==> config.mk <==
export PLATFORM = sky130hd
export DESIGN_NAME = fp_mul_arbiter
export DESIGN_NICKNAME = d
export VERILOG_FILES = /design/src/rtl/fp_mul_arbiter.sv
export SDC_FILE = /design/constraint.sdc
export NUM_CORES = 1
export LEC_CHECK = 0
export BUFFER_PORTS_ARGS = -buffer_cell sky130_fd_sc_hd__buf_2
export CAP_MARGIN = 20
export CORE_ASPECT_RATIO = 0.8
export CORE_UTILIZATION = 39
export DETAILED_ROUTE_END_ITERATION = 8
export GPL_TIMING_DRIVEN = 0
export HOLD_SLACK_MARGIN = 0.15
export PLACE_DENSITY_LB_ADDON = 0.3
export SLEW_MARGIN = 10
export SYNTH_ARGS = -nofsm -noshare
export SYNTH_HDL_FRONTEND = slang
export SYNTH_SLANG_ARGS = --single-unit
==> constraint.sdc <==
create_clock -name clk -period 1.5 [get_ports clk]
set_input_delay 0.075 -clock clk [delete_from_list [all_inputs] [get_ports clk]]
set_output_delay 0.075 -clock clk [all_outputs]
set_load 0.01 [all_outputs]
==> src/rtl/fp_mul_arbiter.sv <==
// fp_mul_arbiter: two-requester round-robin front end for a shared multi-cycle
// FP32 multiplier core. One operation in flight; a watchdog forces a quiet-NaN
// completion if the core never reports done.
// Optional feature macro: FP_MUL_STICKY_FLAGS_EN (per-requester sticky flags).
module fp_mul_arbiter #(
  parameter int unsigned TIMEOUT = 64
) (
  input  logic        clk,
  input  logic        rst,
  input  logic [1:0]  req_valid,
  output logic [1:0]  req_ready,
  input  logic [31:0] req_a0,
  input  logic [31:0] req_b0,
  input  logic [31:0] req_a1,
  input  logic [31:0] req_b1,
  output logic        mul_start,
  output logic [31:0] mul_a,
  output logic [31:0] mul_b,
  input  logic        mul_done,
  input  logic [31:0] mul_result,
  input  logic        mul_invalid,
  input  logic        mul_overflow,
  input  logic        mul_zero,
  output logic        rsp_valid,
  input  logic        rsp_ready,
  output logic        rsp_id,
  output logic [31:0] rsp_result,
  output logic [3:0]  rsp_flags,
  output logic [3:0]  sticky_flags0,
  output logic [3:0]  sticky_flags1,
  input  logic [1:0]  sticky_clr
);

  localparam int unsigned      CNT_W    = $clog2(TIMEOUT) + 1;
  localparam logic [CNT_W-1:0] CNT_LAST = CNT_W'(TIMEOUT - 1);
  localparam logic [31:0]      QNAN     = 32'h7FC0_0000;

  typedef enum logic [1:0] {IDLE, ISSUE, WAIT, RESP} state_t;

  state_t           state_q, state_d;
  logic [CNT_W-1:0] cnt_q, cnt_d;
  logic             last_grant_q, last_grant_d;
  logic [31:0]      mul_a_q, mul_a_d;
  logic [31:0]      mul_b_q, mul_b_d;
  logic             rsp_id_q, rsp_id_d;
  logic [31:0]      rsp_result_q, rsp_result_d;
  logic [3:0]       rsp_flags_q, rsp_flags_d;
  logic             grant;

  // Sequencer: round-robin grant, core issue, completion/timeout wait, response hold
  always_comb begin
    state_d      = state_q;
    cnt_d        = cnt_q;
    last_grant_d = last_grant_q;
    mul_a_d      = mul_a_q;
    mul_b_d      = mul_b_q;
    rsp_id_d     = rsp_id_q;
    rsp_result_d = rsp_result_q;
    rsp_flags_d  = rsp_flags_q;
    req_ready    = '0;
    mul_start    = 1'b0;
    rsp_valid    = 1'b0;
    // Contention favours the requester not served last; otherwise the lone requester wins
    grant        = (req_valid == 2'b11) ? ~last_grant_q : req_valid[1];
    case (state_q)
      IDLE: begin
        if (|req_valid) begin
          req_ready    = grant ? 2'b10 : 2'b01;
          mul_a_d      = grant ? req_a1 : req_a0;
          mul_b_d      = grant ? req_b1 : req_b0;
          rsp_id_d     = grant;
          last_grant_d = grant;
          state_d      = ISSUE;
        end
      end
      ISSUE: begin
        mul_start = 1'b1;
        cnt_d     = '0;
        state_d   = WAIT;
      end
      WAIT: begin
        if (cnt_q != '1) cnt_d = cnt_q + CNT_W'(1);
        if (mul_done) begin
          rsp_result_d = mul_result;
          rsp_flags_d  = {1'b0, mul_zero, mul_overflow, mul_invalid};
          state_d      = RESP;
        end else if (cnt_q == CNT_LAST) begin
          rsp_result_d = QNAN;
          rsp_flags_d  = 4'b1001;
          state_d      = RESP;
        end
      end
      RESP: begin
        rsp_valid = 1'b1;
        if (rsp_ready) state_d = IDLE;
      end
      default: state_d = IDLE;
    endcase
  end

  // State and datapath registers
  always_ff @(posedge clk) begin
    if (rst) begin
      state_q      <= IDLE;
      cnt_q        <= '0;
      last_grant_q <= 1'b1;
      mul_a_q      <= '0;
      mul_b_q      <= '0;
      rsp_id_q     <= 1'b0;
      rsp_result_q <= '0;
      rsp_flags_q  <= '0;
    end else begin
      state_q      <= state_d;
      cnt_q        <= cnt_d;
      last_grant_q <= last_grant_d;
      mul_a_q      <= mul_a_d;
      mul_b_q      <= mul_b_d;
      rsp_id_q     <= rsp_id_d;
      rsp_result_q <= rsp_result_d;
      rsp_flags_q  <= rsp_flags_d;
    end
  end

  assign mul_a      = mul_a_q;
  assign mul_b      = mul_b_q;
  assign rsp_id     = rsp_id_q;
  assign rsp_result = rsp_result_q;
  assign rsp_flags  = rsp_flags_q;

`ifdef FP_MUL_STICKY_FLAGS_EN
  logic [3:0] sticky0_q, sticky0_d;
  logic [3:0] sticky1_q, sticky1_d;
  logic       rsp_fire;

  // Accumulate flags at each accepted response; a same-cycle clear yields just the new flags
  always_comb begin
    rsp_fire  = rsp_valid & rsp_ready;
    sticky0_d = sticky0_q;
    sticky1_d = sticky1_q;
    if (rsp_fire && !rsp_id_q)
      sticky0_d = sticky_clr[0] ? rsp_flags_q : (sticky0_q | rsp_flags_q);
    else if (sticky_clr[0])
      sticky0_d = '0;
    if (rsp_fire && rsp_id_q)
      sticky1_d = sticky_clr[1] ? rsp_flags_q : (sticky1_q | rsp_flags_q);
    else if (sticky_clr[1])
      sticky1_d = '0;
  end

  // Sticky flag registers
  always_ff @(posedge clk) begin
    if (rst) begin
      sticky0_q <= '0;
      sticky1_q <= '0;
    end else begin
      sticky0_q <= sticky0_d;
      sticky1_q <= sticky1_d;
    end
  end

  assign sticky_flags0 = sticky0_q;
  assign sticky_flags1 = sticky1_q;
`else
  logic unused_sticky_clr;
  assign unused_sticky_clr = ^sticky_clr;
  assign sticky_flags0     = '0;
  assign sticky_flags1     = '0;
`endif

endmodule

==> results of run 1 <==
timing repair:
action,CTS,global route
pin swaps,6,23
setup endpoints to repair,105,102
hold endpoints to repair,100,0
hold buffers,164,0
gates cloned,1,5
setup buffers,11,9
gates resized for setup,36,90
metal layers:
layer	up-vias	part of all wire [%]	routed length [um]	track usage, %
li1	2757	-	-	-
met2	512	48	10800	54.0
met4	2	7.3	1630	22.6
met1	2875	35	7830	34.8
met3	169	9.6	2160	9.09
met5	-	0.058	13	0
state kept, by name, summed over array words and instances (netlist names):
signal / count
cnt_q: 7
rsp_flags: 4
last_grant_q: 1
rsp_result: 32
state_q: 2
rsp_id: 1
mul_a: 32
mul_b: 32
cell usage in the layout (no fill, tap or decap), drive strengths merged, types with 2 or more instances in the layout:
| master | n |
|---|---|
| nor3 | 12 |
| clkinvlp | 2 |
| clkinv | 3 |
| dlygate4sd3 | 164 |
| o21ai | 28 |
| nand3 | 6 |
| buf | 327 |
| nor2 | 79 |
| a21oi | 40 |
| a211oi | 33 |
| and2 | 4 |
| conb | 8 |
| dfxtp | 111 |
| a31oi | 3 |
| diode | 4 |
| inv | 6 |
| nand4 | 2 |
| a222oi | 33 |
| mux2i | 32 |
| ha | 6 |
| nand2 | 29 |
| clkbuf | 31 |
| nand2b | 2 |
report_power, final:
part / leakage (nW) / internal [mW] / switching [mW]
Combinational: 2.96 / 2.76 / 3.12
Clock: 0.144 / 1.32 / 1.19
Sequential: 0.914 / 3.64 / 0.457
kinds of logic (layout without fill, tap and decap cells):
| kind of cell | count (synthesis) | count (layout) | synth area share (%) |
|---|---|---|---|
| multiplexers | 32 | 32 | 7.00 |
| buffers and inverters | 57 | 535 | 7.11 |
| other | 1 | 12 | 0.0819 |
| AO/OA/AOI/OAI | 146 | 146 | 22.6 |
| adder cells (fa/ha/maj) | 6 | 6 | 1.64 |
| AND/OR/NAND/NOR | 139 | 139 | 12.8 |
| flip-flops | 111 | 111 | 48.6 |
| XOR/XNOR | 1 | 1 | 0.191 |
area by class of cell:
type                       instances  area, sq um  share of cell area, %
inverter                           5         23.8                  0.269
buffer                            51          419                   4.74
sequential                       111         2230                   25.3
clock inverter                     7         78.8                  0.891
timing repair buffer             463         3360                   38.0
tap                              144          180                   2.04
antenna                            4         10.0                  0.113
multi-input combinational        332         2310                   26.1
clock buffer                       9          225                   2.55
worst max-delay path, stage by stage (launching register included):
cell and delay, ps:
dfxtp_4 370, inv_4 40, ha_4 170, o21ai_4 100
nor2_4 90, buf_6 140, buf_6 120, a222oi_1 460
nor2_1 170
per-stage QoR:
stage	utilization, %	hold slack (ps)	setup TNS, ps
after floorplan	-	211	0
after global placement	55.3	312	-15850
after detailed placement	55.3	322	-22020
after CTS	74.9	226	-1120
after global routing	79.3	246	-8710
final	79.3	229	-4620
how the worst max path moves through the flow:
stage / from / end / slack [ps] / cells after the start
6_report: state_q[1] / mul_b[6] / -320 / 8
5_1_grt: state_q[1] / mul_b[13] / -360 / 8
4_1_cts: state_q[1] / mul_b[11] / -60 / 8
3_5_place_dp: state_q[0] / mul_a[5] / -290 / 6
3_3_place_gp: state_q[0] / mul_a[24] / -240 / 6
2_1_floorplan: state_q[0] / rsp_result[13] / 9 / 8
==> results by group, run 1 <==
Status
  – Status: complete, but fails checks
  – Failing checks: setup timing

Final layout
  – Final Non-Filler Cells: roughly 1100
  – Filler cell count: roughly 660
  – Area growth syn-to-layout: 93.2%
  – Nets: around 1200
  – Design area: roughly 9000 sq um
  – Layout cell share with drive strength beyond 1: 41.2%

Detailed routing
  – Final wirelength: about 22000 um
  – WL/cell: about 20 um
  – Drt first pass iters: 7
  – Initial DRC count: approximately 480
  – Final ANT Viol Nets: 0
  – DRC: 0
  – Vias per cell: 5.61
  – Vias: 6315

Yosys
  – Netlist Area Pre-Place: around 4600 sq um
  – Number of synthesized flops with an enable pin: 0
  – Count leader, synth: dfxtp_1
  – Synthesized flop and latch total: about 110
  – Leading area contributor after synthesis: dfxtp_1
  – Warnings, synthesis: 0
  – Async S/R FF share, synth: 0%
  – Seq/Total Area, Yosys: 48.6%
  – Post-synth top cells: dfxtp_1 (111), nor2_1 (78), a21oi_1 (40)
  – Synth top area share: 48.6%
  – Syn Inst Count: 493
  – Post-synth cell types: 43
  – Dominant synthesized flop cell: dfxtp_1
  – Mean Syn Cell Area: between 9 and 10 sq um
  – Synth top area cells: dfxtp_1 (49%), a222oi_1 (7.2%), mux2i_1 (7.0%), nor2_1 (6.4%), a211oi_1 (5.2%)

Placement
  – Post-DP HPWL: roughly 11000 um
  – DP Area: between 6000 and 7000 sq um
  – Gpl congestion: roughly 0.87
  – PortBufs: 273
  – Pre-CTS WS: -292 ps
  – Placed insts: approximately 900

Worst setup path
  – Reg2Reg Capture Point: mul_b[6]
  – Startpoint type of the worst setup path: flip-flop
  – Critical path class: flip-flop to flip-flop
  – Reg2reg start: state_q[1]
  – Worst r2r path cells: 8
  – Crit path DAT: ~2000 ps
  – Worst-path maximum fanout: 5
  – Critical path data required time: about 1700 ps
  – FF-to-FF setup slack: -320 ps
  – CP Capture Type: flip-flop

Global routing
  – Pin count of the biggest net entering global routing: 20
  – Vias in the first global route: just over 6000
  – Overall routing resource usage: 32.2%
  – Global-route wire length before repair: a little over 30000 um
  – Total grt overflow: 0
  – Initial antenna violation count: 4

Worst hold path
  – Worst hold-check path type: input pin to flip-flop
  – Hold EP: rsp_result[23]
  – Hold Path Cell Cnt: 4
  – HP Start: mul_done

Clock tree
  – Root buffer cell: clkbuf_16
  – CTS Buf Count: 9
  – Clock Latency Late Sink: approximately 360 ps
  – Clock Pin Slew Worst Setup and Hold Paths: roughly 80 ps
  – CTS max path bufs: 2
  – TritonCTS clock tree: done
  – H-tree depth: 3
  – Clock tree sinks: about 110

Pwr
  – Pwr Total: 12.5 mW
  – Static Leakage: around 4 nW
  – Pwr Density: roughly 1400 nW/um^2
  – VDD IR max: 1.08 mV

Floorplanning
  – Die Wd: 123 um
  – Initial Utilization: between 40 and 50%
  – Die Height: roughly 100 um
  – Core area: 11100 sq um
  – Number of top-level pins: 284
  – Die ar.: approximately 12000 sq um
  – Rows: 34

STA
  – Fmax: ~550 MHz
  – RSZ-0062 raised after global routing: yes
  – PnR worst setup slack: -325 ps
  – Min cycle time layout: 1820 ps
  – Worst clock skew: 11.7 ps
  – Slew Limit Fails: 0
  – Fin crit share: 122%
  – Final setup viols: 55
  – Least-Margin Pin Slew: between 600 and 700 ps
  – Endpoints failing hold: 0
  – Max_slew headroom: a little under three fifths

Flow run
  – Max-Cap Viols: 0
Power figures use the tool's default switching activity.
==> inputs of run 2 (changes only) <==
Settings changed: BUFFER_PORTS_ARGS -buffer_cell sky130_fd_sc_hd__buf_2 to not set, CORE_UTILIZATION 39 to 25, DONT_BUFFER_PORTS set to 1.
==> run 2 against run 1 <==
- the flow now stops in clock tree synthesis (4_1_cts)
- area after synthesis unchanged
- synthesized cell count is the same
==> results by group, run 2 <==
Yosys
  – Number of synthesized flops with an enable pin: 0 (unchanged)
  – Synth top area cells: dfxtp_1 (49%), a222oi_1 (7.2%), mux2i_1 (7.0%), nor2_1 (6.4%), a211oi_1 (5.2%)
  – Synth top area share: 48.6% (unchanged)
  – Dominant synthesized flop cell: dfxtp_1
  – Mean Syn Cell Area: 9.28 sq um (unchanged)
  – Count leader, synth: dfxtp_1
  – Seq/Total Area, Yosys: 48.6% (unchanged)
  – Netlist Area Pre-Place: 4580 sq um (unchanged)
  – Post-synth cell types: 43 (unchanged)
  – Synthesized flop and latch total: 111 (unchanged)
  – Syn Inst Count: 493 (unchanged)
  – Async S/R FF share, synth: 0% (unchanged)
  – Warnings, synthesis: 0 (unchanged)
  – Post-synth top cells: dfxtp_1 (111), nor2_1 (78), a21oi_1 (40)
  – Leading area contributor after synthesis: dfxtp_1

Clock tree
  – Postcts setup bufs: 9 (-2)
  – Clock tree sinks: 111 (unchanged)
  – Hold-fix buffers, CTS: 151 (-7.9%)
  – H-tree depth: 3 (unchanged)
  – CTS max path bufs: 2 (unchanged)
  – Root buffer cell: clkbuf_16
  – Post-CTS sizing: 37 (+2.8%)
  – CTS Buf Count: 9 (unchanged)

Placement
  – Post-DP HPWL: 10600 um (-3.9%)
  – PortBufs: 0 (-100%)
  – Placed insts: 725 (-21%)
  – Gpl congestion: 0.819 (-5.3%)

Floorplanning
  – Initial Utilization: 25.9% (-15 points)
  – Rows: 43 (+26%)
  – Die Height: 123 um (+24%)
  – Number of top-level pins: 284 (unchanged)
  – Die Wd: 153 um (+24%)

Status
  – Last stage reached: clock tree synthesis (4_1_cts)
  – Stop err: [ERROR RSZ-0060] Max buffer count reached.
  – Status: did not finish
[run 2: cell counts after synthesis]
Identical to the previous run, type by type.
[run 2: cells by family after synthesis]
| logic type | after synthesis | synth area share, % |
|---|---|---|
| compound gates | 146 | 22.6 |
| simple gates | 139 | 12.8 |
| flops | 111 | 48.6 |
| buf+inv | 57 | 7.11 |
| mux | 32 | 7.00 |
| fa+ha+maj | 6 | 1.64 |
| other cells | 1 | 0.0819 |
| xor+xnor | 1 | 0.191 |
[run 2: per-stage QoR]
step           util (%)  TNS, ps  cell area [sq um]  hold slack, ps  setup WS [ps]
3_3_place_gp       27.8   -21630               4900             214           -300
2_1_floorplan         -        0               4620             211           8.92
3_5_place_dp       27.8   -26100               4900             219           -348
==> inputs of run 3 (changes only) <==
Settings changed: CORE_ASPECT_RATIO 0.8 to not set, CORE_UTILIZATION 25 to 20, HOLD_SLACK_MARGIN 0.15 to not set, PLACE_DENSITY_LB_ADDON 0.3 to 0.15.
Clock period 1.5 ns to 2 ns, I/O delays scaled along.
==> run 3 against run 2 <==
- the run now ends clean
==> results by group, run 3 (synthesis results as in run 1) <==
STA
  – RSZ-0062 raised after global routing: yes
  – Worst clock skew: around 15 ps
  – Least-Margin Pin Slew: about 700 ps
  – Endpoints failing hold: 0
  – Slew Limit Fails: 0
  – Hold WS: between 10 and 15 ps
  – Fin crit share: about 93%
  – Fmax: between 500 and 600 MHz
  – Min cycle time layout: roughly 1900 ps
  – Max_slew headroom: 54.2%
  – Final setup viols: 0

Worst setup path
  – Crit path DAT: about 2100 ps
  – Critical path data required time: between 2000 and 2500 ps
  – Worst-path maximum fanout: 10
  – Startpoint type of the worst setup path: flip-flop
  – Critical path class: flip-flop to flip-flop
  – CP Capture Type: flip-flop

Final layout
  – Layout cell share with drive strength beyond 1: under 10%
  – Final core utilization: 30.7%
  – Nets: 841
  – Most frequent cells in the layout: dlygate4sd3_1 (153), dfxtp_1 (111), nor2_1 (78)
  – Multi-input gate area: 2070 sq um
  – Final Non-Filler Cells: 949
  – Seq. cell area: around 2200 sq um
  – Commonest non-fill, non-tap cell in the layout: dlygate4sd3_1
  – Design area: around 6800 sq um
  – Filler cell count: 2313
  – Area growth syn-to-layout: 48.9%
  – ANT cells: 0

Floorplanning
  – Number of top-level pins: 284 (unchanged)
  – Initial Utilization: 20.7% (-5.3 points)
  – Die Wd: 153 um (unchanged)
  – Die Height: 153 um (+25%)
  – Die ar.: about 23000 sq um
  – Rows: 54 (+26%)
  – Core area: approximately 22000 sq um

Global routing
  – Initial antenna violation count: 0
  – Total grt overflow: 0
  – Overall routing resource usage: a little over an eighth
  – Global-route wire length before repair: 24500 um
  – Pin count of the biggest net entering global routing: 21
  – Vias in the first global route: between 4000 and 5000

Worst hold path
  – Worst hold-check path type: input pin to flip-flop

Placement
  – Post-DP HPWL: 11500 um (+8.9%)
  – DP Area: 4950 sq um (+1.1%)
  – PortBufs: 0 (unchanged)
  – Gpl congestion: 0.745 (-9.1%)
  – Placed insts: 780 (+7.6%)

Clock tree
  – CTS max path bufs: 2 (unchanged)
  – Clock Latency Late Sink: 360 ps
  – TritonCTS clock tree: done
  – Root buffer cell: clkbuf_16
  – Clock Pin Slew Worst Setup and Hold Paths: ~90 ps
  – H-tree depth: 3 (unchanged)
  – Clock tree sinks: 111 (unchanged)
  – CTS Buf Count: 9 (unchanged)

Pwr
  – Static Leakage: 2.54 nW
  – Pwr Density: 1130 nW/um^2
  – VDD IR max: ~0.43 mV
  – Pwr Total: approximately 7.7 mW

Detailed routing
  – Drt first pass iters: 8
  – Vias: around 4500
  – Final ANT Viol Nets: 0
  – WL/cell: between 15 and 20 um
  – Initial DRC count: ~380
  – DRC: 0
  – Final wirelength: between 15000 and 20000 um
  – Vias per cell: roughly 4.7

Status
  – Status: finished, final reports clean

Flow run
  – Max-Cap Viols: 0
## run 3: power by group
part | leakage [nW] | internal (mW) | switching (mW)
Combinational | 1.47 | 1.05 | 1.40
Sequential | 0.911 | 2.72 | 0.615
Clock | 0.153 | 0.952 | 0.936
## run 3: routing by layer
metal	GRT usage, %	routed length [um]	part of all wire, %
met4	4.81	323	2.0
met1	14.7	6460	39
met3	4.65	1240	7.6
met2	24.2	8390	51
met5	0	0	0
## run 3: repair_timing
action / CTS / global route
hold buffers: 153 / 0
pin swaps: 0 / 1
endpoints found under the hold margin: 96 / 0
setup buffers: 0 / 0
setup endpoints to repair: 1 / 33
gates resized for setup: 1 / 14
## run 3: path summary, 6_finish.rpt
path | end | start | depth (start not counted) | slack, ps
hold / removal | mul_a[15] | req_a1[15] | 2 | 10
setup / recovery | mul_a[13] | last_grant_q | 6 | 150
setup reg to reg | mul_a[13] | last_grant_q | 6 | 150
hold reg to reg | last_grant_q | last_grant_q | 1 | 470
## run 3: final cells by class
class / count / share of cell area, %
plain buffers: 52 / 4.63
clock buffers: 11 / 3.71
clock inverters: 5 / 0.826
inverters: 5 / 0.275
multi-input cells: 332 / 30.3
flip-flops and latches: 111 / 32.6
well taps: 280 / 5.14
repair buffers: 153 / 22.5
## run 3: stage by stage
step	setup TNS, ps	setup WS, ps
floorplan	0	481
global placement	0	76.2
detailed placement	-8.04	-8.04
CTS	0	18.8
global route	-46.3	-26.5
finish	0	145
## run 3: worst max-delay path, stage by stage (launching register included)
cell,delay [ps]
dfxtp_1,320
a21boi_1,150
buf_6,180
buf_6,180
mux2i_1,250
dlygate4sd3_1,580
a211oi_1,70
